--- src/rtl/grid_loader.sv ---
// grid_loader: sequences a P_PARAM_M x P_PARAM_N grid initialisation into the
// generation RAM, one cell per cycle in row-major order (clear / glider / random).
// Optional feature macro: GRID_LOADER_RANDOM_EN enables the 16-bit LFSR and the
// random fill mode; without it mode 01 fills as clear and seed is ignored.
module grid_loader #(
    parameter int P_PARAM_M = 5,
    parameter int P_PARAM_N = 5,
    parameter int WIDTH     = 12
) (
    input  logic                 clk,
    input  logic                 rst,
    input  logic                 load_req,
    input  logic [1:0]           mode,
    input  logic [15:0]          seed,
    output logic                 wden,
    output logic [2*WIDTH-1:0]   write_pos,
    output logic                 write_data,
    output logic                 busy,
    output logic                 done
);

    typedef enum logic [1:0] {
        S_IDLE,
        S_FILL,
        S_DONE
    } state_t;

    localparam logic [1:0]       MODE_RANDOM = 2'b01;
    localparam logic [1:0]       MODE_GLIDER = 2'b10;
    localparam logic [WIDTH-1:0] LAST_ROW    = WIDTH'(P_PARAM_M - 1);
    localparam logic [WIDTH-1:0] LAST_COL    = WIDTH'(P_PARAM_N - 1);
    localparam logic [WIDTH-1:0] IDX0        = WIDTH'(0);
    localparam logic [WIDTH-1:0] IDX1        = WIDTH'(1);
    localparam logic [WIDTH-1:0] IDX2        = WIDTH'(2);

    state_t           state;
    logic [1:0]       mode_q;
    logic [WIDTH-1:0] row, col;
    logic [WIDTH-1:0] nxt_row, nxt_col;
    logic             last_cell;
    logic             prev_load_req;
    logic             load_edge;
    logic             first_data;
    logic             next_data;

    // Glider pattern anchored at the origin; cells beyond a small grid never occur.
    function automatic logic fill_value(input logic [1:0] m,
                                        input logic [WIDTH-1:0] r,
                                        input logic [WIDTH-1:0] c);
        if (m == MODE_GLIDER)
            return (r == IDX0 && c == IDX1) ||
                   (r == IDX1 && c == IDX2) ||
                   (r == IDX2 && (c == IDX0 || c == IDX1 || c == IDX2));
        return 1'b0;
    endfunction

    // Request edge detector history; runs through reset so a held request cannot fire on release.
    always_ff @(posedge clk) begin
        prev_load_req <= load_req;
    end

    assign load_edge = load_req & ~prev_load_req;

    // Next raster position and end-of-grid detection.
    always_comb begin
        last_cell = (row == LAST_ROW) && (col == LAST_COL);
        nxt_row   = row;
        nxt_col   = col + IDX1;
        if (col == LAST_COL) begin
            nxt_col = IDX0;
            nxt_row = row + IDX1;
        end
    end

`ifdef GRID_LOADER_RANDOM_EN
    logic [15:0] lfsr;
    logic [15:0] lfsr_nxt;
    logic [15:0] seed_eff;

    // Right-shifting Fibonacci form of taps 16,14,13,11; bit 0 is the output.
    assign lfsr_nxt = {lfsr[0] ^ lfsr[2] ^ lfsr[3] ^ lfsr[5], lfsr[15:1]};
    assign seed_eff = (seed == 16'h0000) ? 16'hACE1 : seed;

    // LFSR holds the value whose bit 0 is the cell currently being written.
    always_ff @(posedge clk) begin
        if (rst)
            lfsr <= 16'hACE1;
        else if (state == S_IDLE && load_edge)
            lfsr <= seed_eff;
        else if (state == S_FILL)
            lfsr <= lfsr_nxt;
    end

    // Cell value for the first write (from live inputs) and for the following write.
    always_comb begin
        first_data = fill_value(mode, IDX0, IDX0);
        next_data  = fill_value(mode_q, nxt_row, nxt_col);
        if (mode == MODE_RANDOM)
            first_data = seed_eff[0];
        if (mode_q == MODE_RANDOM)
            next_data = lfsr_nxt[0];
    end
`else
    logic unused_seed;
    assign unused_seed = ^seed;

    // Cell value for the first write (from live inputs) and for the following write.
    always_comb begin
        first_data = fill_value(mode, IDX0, IDX0);
        next_data  = fill_value(mode_q, nxt_row, nxt_col);
    end
`endif

    // Load sequencer with registered write strobe, address, data and status.
    always_ff @(posedge clk) begin
        if (rst) begin
            state      <= S_IDLE;
            mode_q     <= 2'b00;
            row        <= '0;
            col        <= '0;
            wden       <= 1'b0;
            write_pos  <= '0;
            write_data <= 1'b0;
            busy       <= 1'b0;
            done       <= 1'b0;
        end else begin
            case (state)
                S_IDLE: begin
                    done <= 1'b0;
                    if (load_edge) begin
                        mode_q     <= mode;
                        row        <= '0;
                        col        <= '0;
                        wden       <= 1'b1;
                        write_pos  <= '0;
                        write_data <= first_data;
                        busy       <= 1'b1;
                        state      <= S_FILL;
                    end
                end
                S_FILL: begin
                    if (last_cell) begin
                        wden       <= 1'b0;
                        write_data <= 1'b0;
                        busy       <= 1'b0;
                        done       <= 1'b1;
                        state      <= S_DONE;
                    end else begin
                        row        <= nxt_row;
                        col        <= nxt_col;
                        write_pos  <= write_pos + 1'b1;
                        write_data <= next_data;
                    end
                end
                S_DONE: begin
                    done  <= 1'b0;
                    state <= S_IDLE;
                end
                default: begin
                    wden  <= 1'b0;
                    busy  <= 1'b0;
                    done  <= 1'b0;
                    state <= S_IDLE;
                end
            endcase
        end
    end

`ifndef SYNTHESIS
    // The incremental address must always equal row*P_PARAM_N+col.
    always_ff @(posedge clk) begin
        if (!rst && wden)
            assert (write_pos == (2*WIDTH)'(row) * (2*WIDTH)'(P_PARAM_N) + (2*WIDTH)'(col))
                else $error("grid_loader: write_pos out of step with row/col");
    end
`endif

endmodule

--- config.mk ---
export PLATFORM = sky130hd
export DESIGN_NAME = grid_loader
export DESIGN_NICKNAME = d
export VERILOG_FILES = /design/src/rtl/grid_loader.sv
export SDC_FILE = /design/constraint.sdc
export NUM_CORES = 1
export LEC_CHECK = 0
export ABC_AREA = 1
export BUFFER_PORTS_ARGS = -buffer_cell sky130_fd_sc_hd__buf_2
export CORE_MARGIN = 2
export CORE_UTILIZATION = 52
export DETAILED_ROUTE_END_ITERATION = 12
export PLACE_DENSITY = 0.82
export SLEW_MARGIN = 0
export SYNTH_ARGS = -nofsm -noshare
export SYNTH_HDL_FRONTEND = slang
export SYNTH_SLANG_ARGS = --single-unit
--- constraint.sdc ---
create_clock -name clk -period 1.6 [get_ports clk]
set_input_delay 0.48 -clock clk [delete_from_list [all_inputs] [get_ports clk]]
set_output_delay 0.48 -clock clk [all_outputs]
set_load 0.02 [all_outputs]
After elaboration in Yosys (flattened, before gate mapping)
Cells that the tools add are included.
{ "totals": {"register_bits": 56, "input_bits": 21, "output_inout_bits": 28} }
{ "op_classes": {"addsub": 3, "eq_ne": 13, "mux": 25, "bitwise": 4, "reduce_logical": 18} }
{ "ops": {"columns": ["operator", "count"], "rows": [
  ["12-bit 2-to-1 mux", 5],
  ["24-bit 2-to-1 mux", 2],
  ["12-bit one-hot mux with 2 select lines", 2],
  ["24-bit one-hot mux with 2 select lines", 1],
  ["12-bit by 1-bit adder with 12-bit output, second input constant", 2],
  ["24-bit by 1-bit adder with 24-bit output, second input constant", 1],
  ["12-bit by 1-bit equality test with 1-bit output, second input constant", 2],
  ["12-bit by 2-bit equality test with 1-bit output, second input constant", 2],
  ["12-bit by 3-bit equality test with 1-bit output, second input constant", 2],
  ["12-bit logical NOT", 2],
  ["1-bit 2-to-1 mux", 10],
  ["2-bit equality test, second input constant", 3],
  ["2-bit != test, second input constant", 3],
  ["2-bit AND reduction", 3],
  ["3-bit AND reduction", 2],
  ["1-bit logical AND", 4],
  ["1-bit logical OR", 4],
  ["2-bit 2-to-1 mux", 2],
  ["2-bit one-hot mux with 2 select lines", 1],
  ["1-bit inverter", 3],
  ["1-bit one-hot mux with 3 select lines", 1],
  ["2-bit by 1-bit equality test with 1-bit output, second input constant", 1],
  ["2-bit logical NOT", 1],
  ["1-bit one-hot mux with 2 select lines", 1],
  ["other kinds (3)", 3]
]} }

Logic depth before layout (Yosys ltp)
Gate-level depths: netlist of the first run.
{ "depth": {"word_depth": 11, "depth_mapped": 14} }

Worst setup path before layout of the first run
OpenSTA, ideal clock, no wires.
{ "synth_path": {"path_type": "register to register", "start": "register col[1]", "end": "register write_pos[2]", "setup_ns": 0.114, "arrival_ns": 1.625, "t_required_ns": 1.486, "slack_ns": -0.139, "stages_incl_launch_ff": 14, "path_buffers": 2, "cell_sequence": "dfxtp_1 > inv_1 > ha_1 > nand2_1 > nor2_1 > inv_2 > nor2_4 > nand2_4 > nand2_4 > nand2_4 > buf_6 > buf_6 > a21oi_2 > nor2_1"} }
{ "synth_between": {"elab_chain_len": 4} }
{ "synth_lines": {"columns": ["item", "line", "text"], "rows": [
  ["start: declaration", "38", "logic [WIDTH-1:0] row, col;"],
  ["start signal: assignment", "150", "col <= nxt_col;"],
  ["12-bit by 3-bit equality test with 1-bit output", "66", "last_cell = (row == LAST_ROW) && (col == LAST_COL);"],
  ["1-bit logical AND", "66", null],
  ["2-bit != test (no source line)", null, null],
  ["3-bit AND reduction (no source line)", null, null],
  ["end signal: assignment", "151", "write_pos <= write_pos + 1'b1;"],
  ["end: declaration", "16", "output logic [2*WIDTH-1:0] write_pos,"]
]} }
Every way passes these cells.
A chain may end at the register's enable or synchronous reset.

Worst setup path in the final report of the first run
{ "layout_path": {"start": "register col[5]", "end": "register write_data"} }
{ "layout_between": {"elab_chain_len": 11, "word_cells_on_any_way": 22, "cone_classes": "1 x add/sub; 5 x eq/ne; 6 x mux; 10 x reduce/logical"} }
{ "layout_lines": {"columns": ["item", "line", "text"], "rows": [
  ["12-bit by 1-bit adder with 12-bit output or 12-bit by 3-bit equality test with 1-bit output (tied branches)", "68, 66, 69", null],
  ["12-bit 2-to-1 mux", "69", "if (col == LAST_COL) begin"],
  ["12-bit by 1-bit equality test with 1-bit output or 12-bit logical NOT (tied branches)", "51, 53", null],
  ["1-bit logical OR (2 in a row)", "53", "(r == IDX2 && (c == IDX0 || c == IDX1 || c == IDX2));"],
  ["1-bit logical AND", "53", null],
  ["1-bit logical OR", "52", "(r == IDX1 && c == IDX2) ||"],
  ["1-bit 2-to-1 mux", "50", "if (m == MODE_GLIDER)"],
  ["1-bit 2-to-1 mux", "54", "return 1'b0;"],
  ["1-bit 2-to-1 mux (*)", "142", "if (last_cell) begin"],
  ["1-bit one-hot mux with 2 select lines (*)", "127", "case (state)"],
  ["end signal: assignment", "136", "write_data <= first_data;"],
  ["end signal: assignment", "152", "write_data <= next_data;"],
  ["end: declaration", "17", "output logic write_data,"]
]} }
Every way passes the cells marked *; elsewhere a longest branch is shown, timed or not. The select of a mux whose other input is x is not followed.

==> results of run 1 <==
## final timing paths
check	from	endpoint	slack, ns	cells after the start
worst min register to register	write_pos[15]$_SDFFE_PP0P_	write_pos[15]$_SDFFE_PP0P_	0.51	1
worst max register to register	col[5]$_SDFFE_PP0P_	write_data$_SDFFE_PP0P_	-0.73	10
worst min-delay path	load_req	prev_load_req$_DFF_P_	0.29	1
worst max-delay path	col[5]$_SDFFE_PP0P_	write_data$_SDFFE_PP0P_	-0.73	10
## layer usage
layer  track usage (%)  wire, um
met1              36.3      5500
met2              49.8      7410
met3              4.29      2470
met4              10.1      2030
met5                 0         0
## stage by stage
stage / instances / TNS, ns / area [um^2] / setup slack (ns)
floorplan: 540 / -0.0383 / 3550 / -0.0239
global placement: 713 / -0.825 / 4320 / -0.0866
detailed placement: 713 / -3.99 / 4320 / -0.160
CTS: 726 / -4.27 / 4580 / -0.128
global route: 744 / -18.03 / 5270 / -0.739
finish: 745 / -15.97 / 5270 / -0.728
## registers in the layout, summed over array words and instances (netlist names)
| name | count |
|---|---|
| busy | 1 |
| col | 12 |
| done | 1 |
| mode_q | 2 |
| prev_load_req | 1 |
| row | 12 |
| state | 2 |
| write_data | 1 |
| write_pos | 24 |
## final cells by class
class	instances	area, um^2	area share [%]
clock inverters	1	7.51	0.142
flip-flops and latches	56	1140	21.6
well taps	77	96.3	1.83
clock buffers	7	86.3	1.64
multi-input cells	406	2580	49.0
repair buffers	131	1090	20.7
diodes	1	2.50	0.0475
inverters	66	265	5.03
## cell families after synthesis
kind of cell | after synthesis | share of synthesized area (%)
AOI/OAI and AO/OA | 73 | 12.9
xor gates and xnor gates | 11 | 2.73
adders and majority gates | 7 | 2.49
buffers and inverters | 80 | 10.2
DFF | 56 | 31.8
and+or+nand+nor | 313 | 39.9
## power by group
part / internal, mW / switching, mW
Combinational: 0.235 / 0.338
Clock: 0.355 / 0.525
Sequential: 1.41 / 0.0175
## placed cells by master, fill, tap and decap left out, types with 4 or more instances in the layout
| cell type | n |
|---|---|
| nor3_2 | 6 |
| a21oi_2 | 25 |
| xor2_1 | 10 |
| nand3_1 | 43 |
| o21ai_0 | 9 |
| nand2_8 | 5 |
| a21oi_1 | 11 |
| nor2_2 | 4 |
| buf_6 | 13 |
| nand3_2 | 4 |
| nor2_4 | 8 |
| nor2_1 | 50 |
| o22ai_2 | 9 |
| inv_1 | 46 |
| dfxtp_2 | 7 |
| o21ai_2 | 5 |
| clkbuf_8 | 6 |
| ha_1 | 4 |
| buf_2 | 32 |
| o21ai_1 | 7 |
| dfxtp_1 | 47 |
| buf_12 | 4 |
| nand2_4 | 23 |
| nand4_1 | 14 |
| buf_4 | 76 |
| inv_2 | 14 |
| nor3_1 | 6 |
| nand2_1 | 125 |
| nand2_2 | 16 |
## timing repair
action | CTS | global route
resized for setup | 31 | 127
pin swaps | 12 | 39
setup buffers | 4 | 12
setup endpoints to repair | 48 | 49
cloned | 1 | 6
==> results.py, run 1 <==
metrics = {
    "die": {
        "core_mm2": 0.00646,
        "rows": 29,
        "boundaryPins": 49,
        "die_w_um": 86.3,
        "initial_utilization_pct": 54.6,
        "die_h_um": 86.3,
        "dieArea_mm2": 0.00745,
    },
    "synth": {
        "synth_top_area_cell": "dfxtp_1",
        "synth_area_leaders": "dfxtp_1 (32%), nand2_1 (17%), nand3_1 (6.8%), nor2_1 (6.0%), inv_1 (5.3%)",
        "synth_edf_count": 0,
        "syn_inst": 540,
        "yosysWarningCount": 0,
        "syn-num-nets": 568,
        "ys.flop_type": "dfxtp_1",
        "ys_async_sr_fraction_pct": 0,
        "syn_area_mm2": 0.00352,
        "synth_top_area_share_pct": 31.8,
        "synth_seq_area_share_pct": 31.8,
        "syn_avg_cell_area_um2": 6.52,
        "synth_commonest_cells": "nand2_1 (159), dfxtp_1 (56), nor2_1 (56), inv_1 (50), nand3_1 (48)",
        "ys_ff_latch": 56,
        "synth_most_common_cell": "nand2_1",
        "synth_cell_type_count": 38,
    },
    "run_status": {
        "violations": "negative setup slack",
        "status": "finished, violations left",
    },
    "cts": {
        "clkTransAtPathRegs_ns": 0.12,
        "cts_sinks": 56,
        "postCtsHoldBufs": 0,
        "cts_tree": "built",
        "numCtsBuffers": 5,
        "root_buffer": "clkbuf_8",
        "cts_max_level": 2,
        "clock_latency_ns": 0.32,
        "clk_path_buf_depth": 2,
    },
    "worst_setup_path": {
        "crit_path_max_fanout": 4,
        "path_class": "reg -> reg",
        "critPathCaptureType": "flip-flop",
        "start_kind": "flip-flop",
        "crit_buf_inv": 1,
        "required_ns": 1.86,
        "slowest_stage": "dfxtp_1",
        "cp_cell_sequence": "nand2_1, nor2_1, inv_1, o21ai_1, nand3_1, nor2_2, nand3_1, nor2_1, nand3_1, nand2_1",
        "cpMostUsedCell": "nand3_1",
        "max_stage_delay_ns": 0.43,
        "cp_top_family": "simple AND/OR/NAND/NOR gates",
        "cp.arrival_ns": 2.58,
    },
    "sta": {
        "rsz0062_at_grt": "true",
        "max_freq_mhz": 430,
        "relSlewSlack_pct": 67.5,
        "tightest_slew_ns": 0.488,
        "finalCriticalPeriod_ns": 2.33,
        "hold_ws_ns": 0.286,
        "setup_viol": 52,
        "finClkSkew_ns": 0.0160,
        "drv_slew": 0,
        "period_share_pct": 145,
        "finalHoldViolCount": 0,
        "setup_slack_ns": -0.728,
    },
    "global_route": {
        "grt_max_degree": 28,
        "antenna_found_initial": 0,
        "grtUsageTotal_pct": 28.7,
        "grt-ovfl-total": 0,
        "grt_pass1_vias": 3936,
        "grt_pass1_wl_um": 17200,
    },
    "cells_and_area": {
        "fill_cells": 292,
        "nets": 694,
        "drive_gt1_share_pct": 42.0,
        "syn_to_final_growth_pct": 49.5,
        "final_util_pct": 81.6,
    },
    "pwr": {
        "power.leakage_nw": 2.39,
        "peakVddDrop_mv": 0.555,
        "power_density_mw_per_mm2": 546,
        "finalPower_mw": 2.88,
    },
    "detailed_routing": {
        "drt-initial-drc-count": 1049,
        "routed_wl_um": 17400,
        "drt-vias-per-instance": 6.82,
        "post_drt_wl_per_cell_um": 23.4,
        "drc_errors": 0,
        "first_pass_iters": 11,
        "num_vias": 5082,
        "drtAntennaViolNets": 0,
    },
    "flow_run": {
        "maxCapViolations": 0,
    },
    "place": {
        "place_congestion": 0.932,
        "hpwl_um": 7300,
        "io_buffers": 32,
    },
    "min_path": {
        "hold_class": "in -> reg",
    },
}
Note: power is estimated with default switching activity, not from simulation.
==> run 2: changes to the inputs <==
Settings changed: CORE_UTILIZATION 52 to 54, CTS_BUF_LIST set to sky130_fd_sc_hd__clkbuf_8, MAX_ROUTING_LAYER set to met4, PLACE_DENSITY 0.82 to 0.85.
==> run 2 against run 1 <==
  * The flow still finishes with violations (negative setup slack)
  * Utilization fell by 3.2 points
  * Setup slack gained 0.25 ns
  * Sequential share of layout area increased by 1.5 points
  * Critical path depth is 1 higher
  * Die area fell by 3.5%
  * Register-to-register slack better by 0.25 ns
  * Flip-flop and latch count unchanged
  * Clock power is essentially flat
  * First-iteration DRC count down 13%
  * Routed wire length decreased by 20%
  * Power shrank 4.9%
  * Combinational power shrank 23%
  * Critical path type unchanged
==> results.py, run 2 (synthesized netlist as in run 1, its figures left out) <==
metrics = {
    "run_status": {
        "status": "finished, violations left",
        "violations": "negative setup slack",
    },
    "detailed_routing": {
        "routed_wl_um": 13900,
        "drt-initial-drc-count": 910,
        "dr_wl_met3_um": 1540,
        "dr_wl_met2_um": 6470,
        "num_vias": 4582,
        "drtAntennaViolNets": 0,
        "post_drt_wl_per_cell_um": 18.9,
        "drt-vias-per-instance": 6.23,
        "m1WireLength_um": 4960,
        "highest-signal-layer": "met4",
        "drc_errors": 0,
        "first_pass_iters": 7,
    },
    "cells_and_area": {
        "layout_commonest_cell": "nand2_1",
        "largest_reg_flops": 24,
        "top_register": "write_pos",
        "drive_gt1_share_pct": 35.7,
        "multi_input_area_mm2": 0.00234,
        "diodes": 0,
        "final_area_mm2": 0.00495,
        "final_cell_count_no_fill": 735,
        "seq_area_mm2": 0.00114,
        "syn_to_final_growth_pct": 40.4,
        "fill_cells": 364,
        "nets": 685,
        "final_util_pct": 78.3,
        "final_cell_mix": "nand2_1 (152), buf_4 (76), nor2_1 (51)",
        "top_regs": "write_pos: 24 flops, col: 12 flops, row: 12 flops",
    },
    "sta": {
        "period_share_pct": 130,
        "rsz0062_at_grt": "true",
        "drv_slew": 0,
        "tightest_slew_ns": 0.439,
        "max_freq_mhz": 481,
        "relSlewSlack_pct": 70.7,
        "finClkSkew_ns": 0.0120,
        "finalCriticalPeriod_ns": 2.08,
        "finalHoldViolCount": 0,
        "hold_ws_ns": 0.265,
        "setup_viol": 53,
        "setup_slack_ns": -0.479,
    },
    "place": {
        "dp.cells": 709,
        "io_buffers": 32,
        "hpwl_um": 7330,
        "place_area_mm2": 0.00430,
        "place_congestion": 0.993,
    },
    "die": {
        "die_h_um": 84.8,
        "boundaryPins": 49,
        "die_w_um": 84.8,
        "dieArea_mm2": 0.00719,
        "rows": 29,
        "core_mm2": 0.00631,
        "initial_utilization_pct": 55.8,
    },
    "cts": {
        "cts_tree": "built",
        "root_buffer": "clkbuf_8",
        "numCtsBuffers": 5,
        "cts_sinks": 56,
        "clock_latency_ns": 0.32,
        "cts_max_level": 2,
        "clkTransAtPathRegs_ns": 0.12,
        "clk_path_buf_depth": 2,
        "postCtsHoldBufs": 0,
    },
    "pwr": {
        "power_density_mw_per_mm2": 553,
        "finalPower_mw": 2.74,
        "peakVddDrop_mv": 0.569,
        "power.leakage_nw": 2.20,
    },
    "global_route": {
        "grt_pass1_vias": 4037,
        "grt_max_degree": 28,
        "antenna_found_initial": 0,
        "grtUsageTotal_pct": 32.1,
        "grt_pass1_wl_um": 18300,
        "grt-ovfl-total": 0,
    },
    "flow_run": {
        "maxCapViolations": 0,
    },
    "min_path": {
        "worst_hold_startpoint": "load_req",
        "hold_depth": 1,
        "hold_class": "in -> reg",
        "min_to": "prev_load_req$_DFF_P_",
    },
    "worst_setup_path": {
        "cp.arrival_ns": 2.30,
        "crit_path_max_fanout": 7,
        "reg2reg_depth": 11,
        "r2r_start": "row[0]$_SDFFE_PP0P_",
        "r2r-end": "col[11]$_SDFFE_PP0P_",
        "path_class": "reg -> reg",
        "start_kind": "flip-flop",
        "critPathCaptureType": "flip-flop",
        "required_ns": 1.82,
        "reg2reg_slack_ns": -0.48,
    },
}
==> run 2: through the flow <==
step / setup slack [ns] / setup TNS (ns)
floorplan: -0.0239 / -0.0383
global placement: -0.103 / -0.578
detailed placement: -0.204 / -3.20
CTS: -0.0819 / -1.91
global route: -0.510 / -18.43
finish: -0.479 / -15.59
==> run 2: metal layers <==
layer	GRT usage (%)	vias up
met2	53.8	427
met4	12.8	0
met1	38.7	2041
met3	4.82	131
li1	-	1983
met5	-	-
==> run 2: layout make-up <==
type,instances,share of cell area [%]
inverter,66,5.31
timing repair buffer,123,20.3
clock buffer,6,1.67
multi-input combinational,405,47.3
clock inverter,2,0.304
tap,77,1.95
sequential,56,23.1
==> run 2: report_power, final <==
part | leakage [nW] | switching [mW] | internal [mW]
logic | 1.70 | 0.254 | 0.188
clock network | 0.0434 | 0.526 | 0.353
registers | 0.458 | 0.0133 | 1.40
==> run 2: how the worst max path moves through the flow <==
stage / start / end / slack [ns] / cells past startpoint
finish: row[0]$_SDFFE_PP0P_ / col[11]$_SDFFE_PP0P_ / -0.48 / 11
global route: row[0]$_SDFFE_PP0P_ / col[11]$_SDFFE_PP0P_ / -0.51 / 11
CTS: col[0]$_SDFFE_PP0P_ / write_data$_SDFFE_PP0P_ / -0.08 / 12
detailed placement: col[1]$_SDFFE_PP0P_ / write_data$_SDFFE_PP0P_ / -0.20 / 12
global placement: col[1]$_SDFFE_PP0P_ / write_data$_SDFFE_PP0P_ / -0.10 / 12
floorplan: col[1]$_SDFFE_PP0P_ / write_pos[2]$_SDFFE_PP0P_ / -0.02 / 13
==> run 2: worst max-delay path, cell delays in order, from the launching register on <==
cell and delay [ns]:
dfxtp_4 0.39, inv_1 0.08, ha_1 0.26, nand3_1 0.18, nor2_4 0.20, nand2_4 0.08, nand2_4 0.10, nand2_8 0.11
clkinv_8 0.13, buf_6 0.12, nand2_1 0.06, a21oi_2 0.26
==> run 2: repair_timing <==
action | in CTS | in global routing
pin swaps | 7 | 24
setup endpoints to repair | 46 | 51
gates cloned | 2 | 4
gates resized for setup | 31 | 57
buffers inserted | 6 | 6
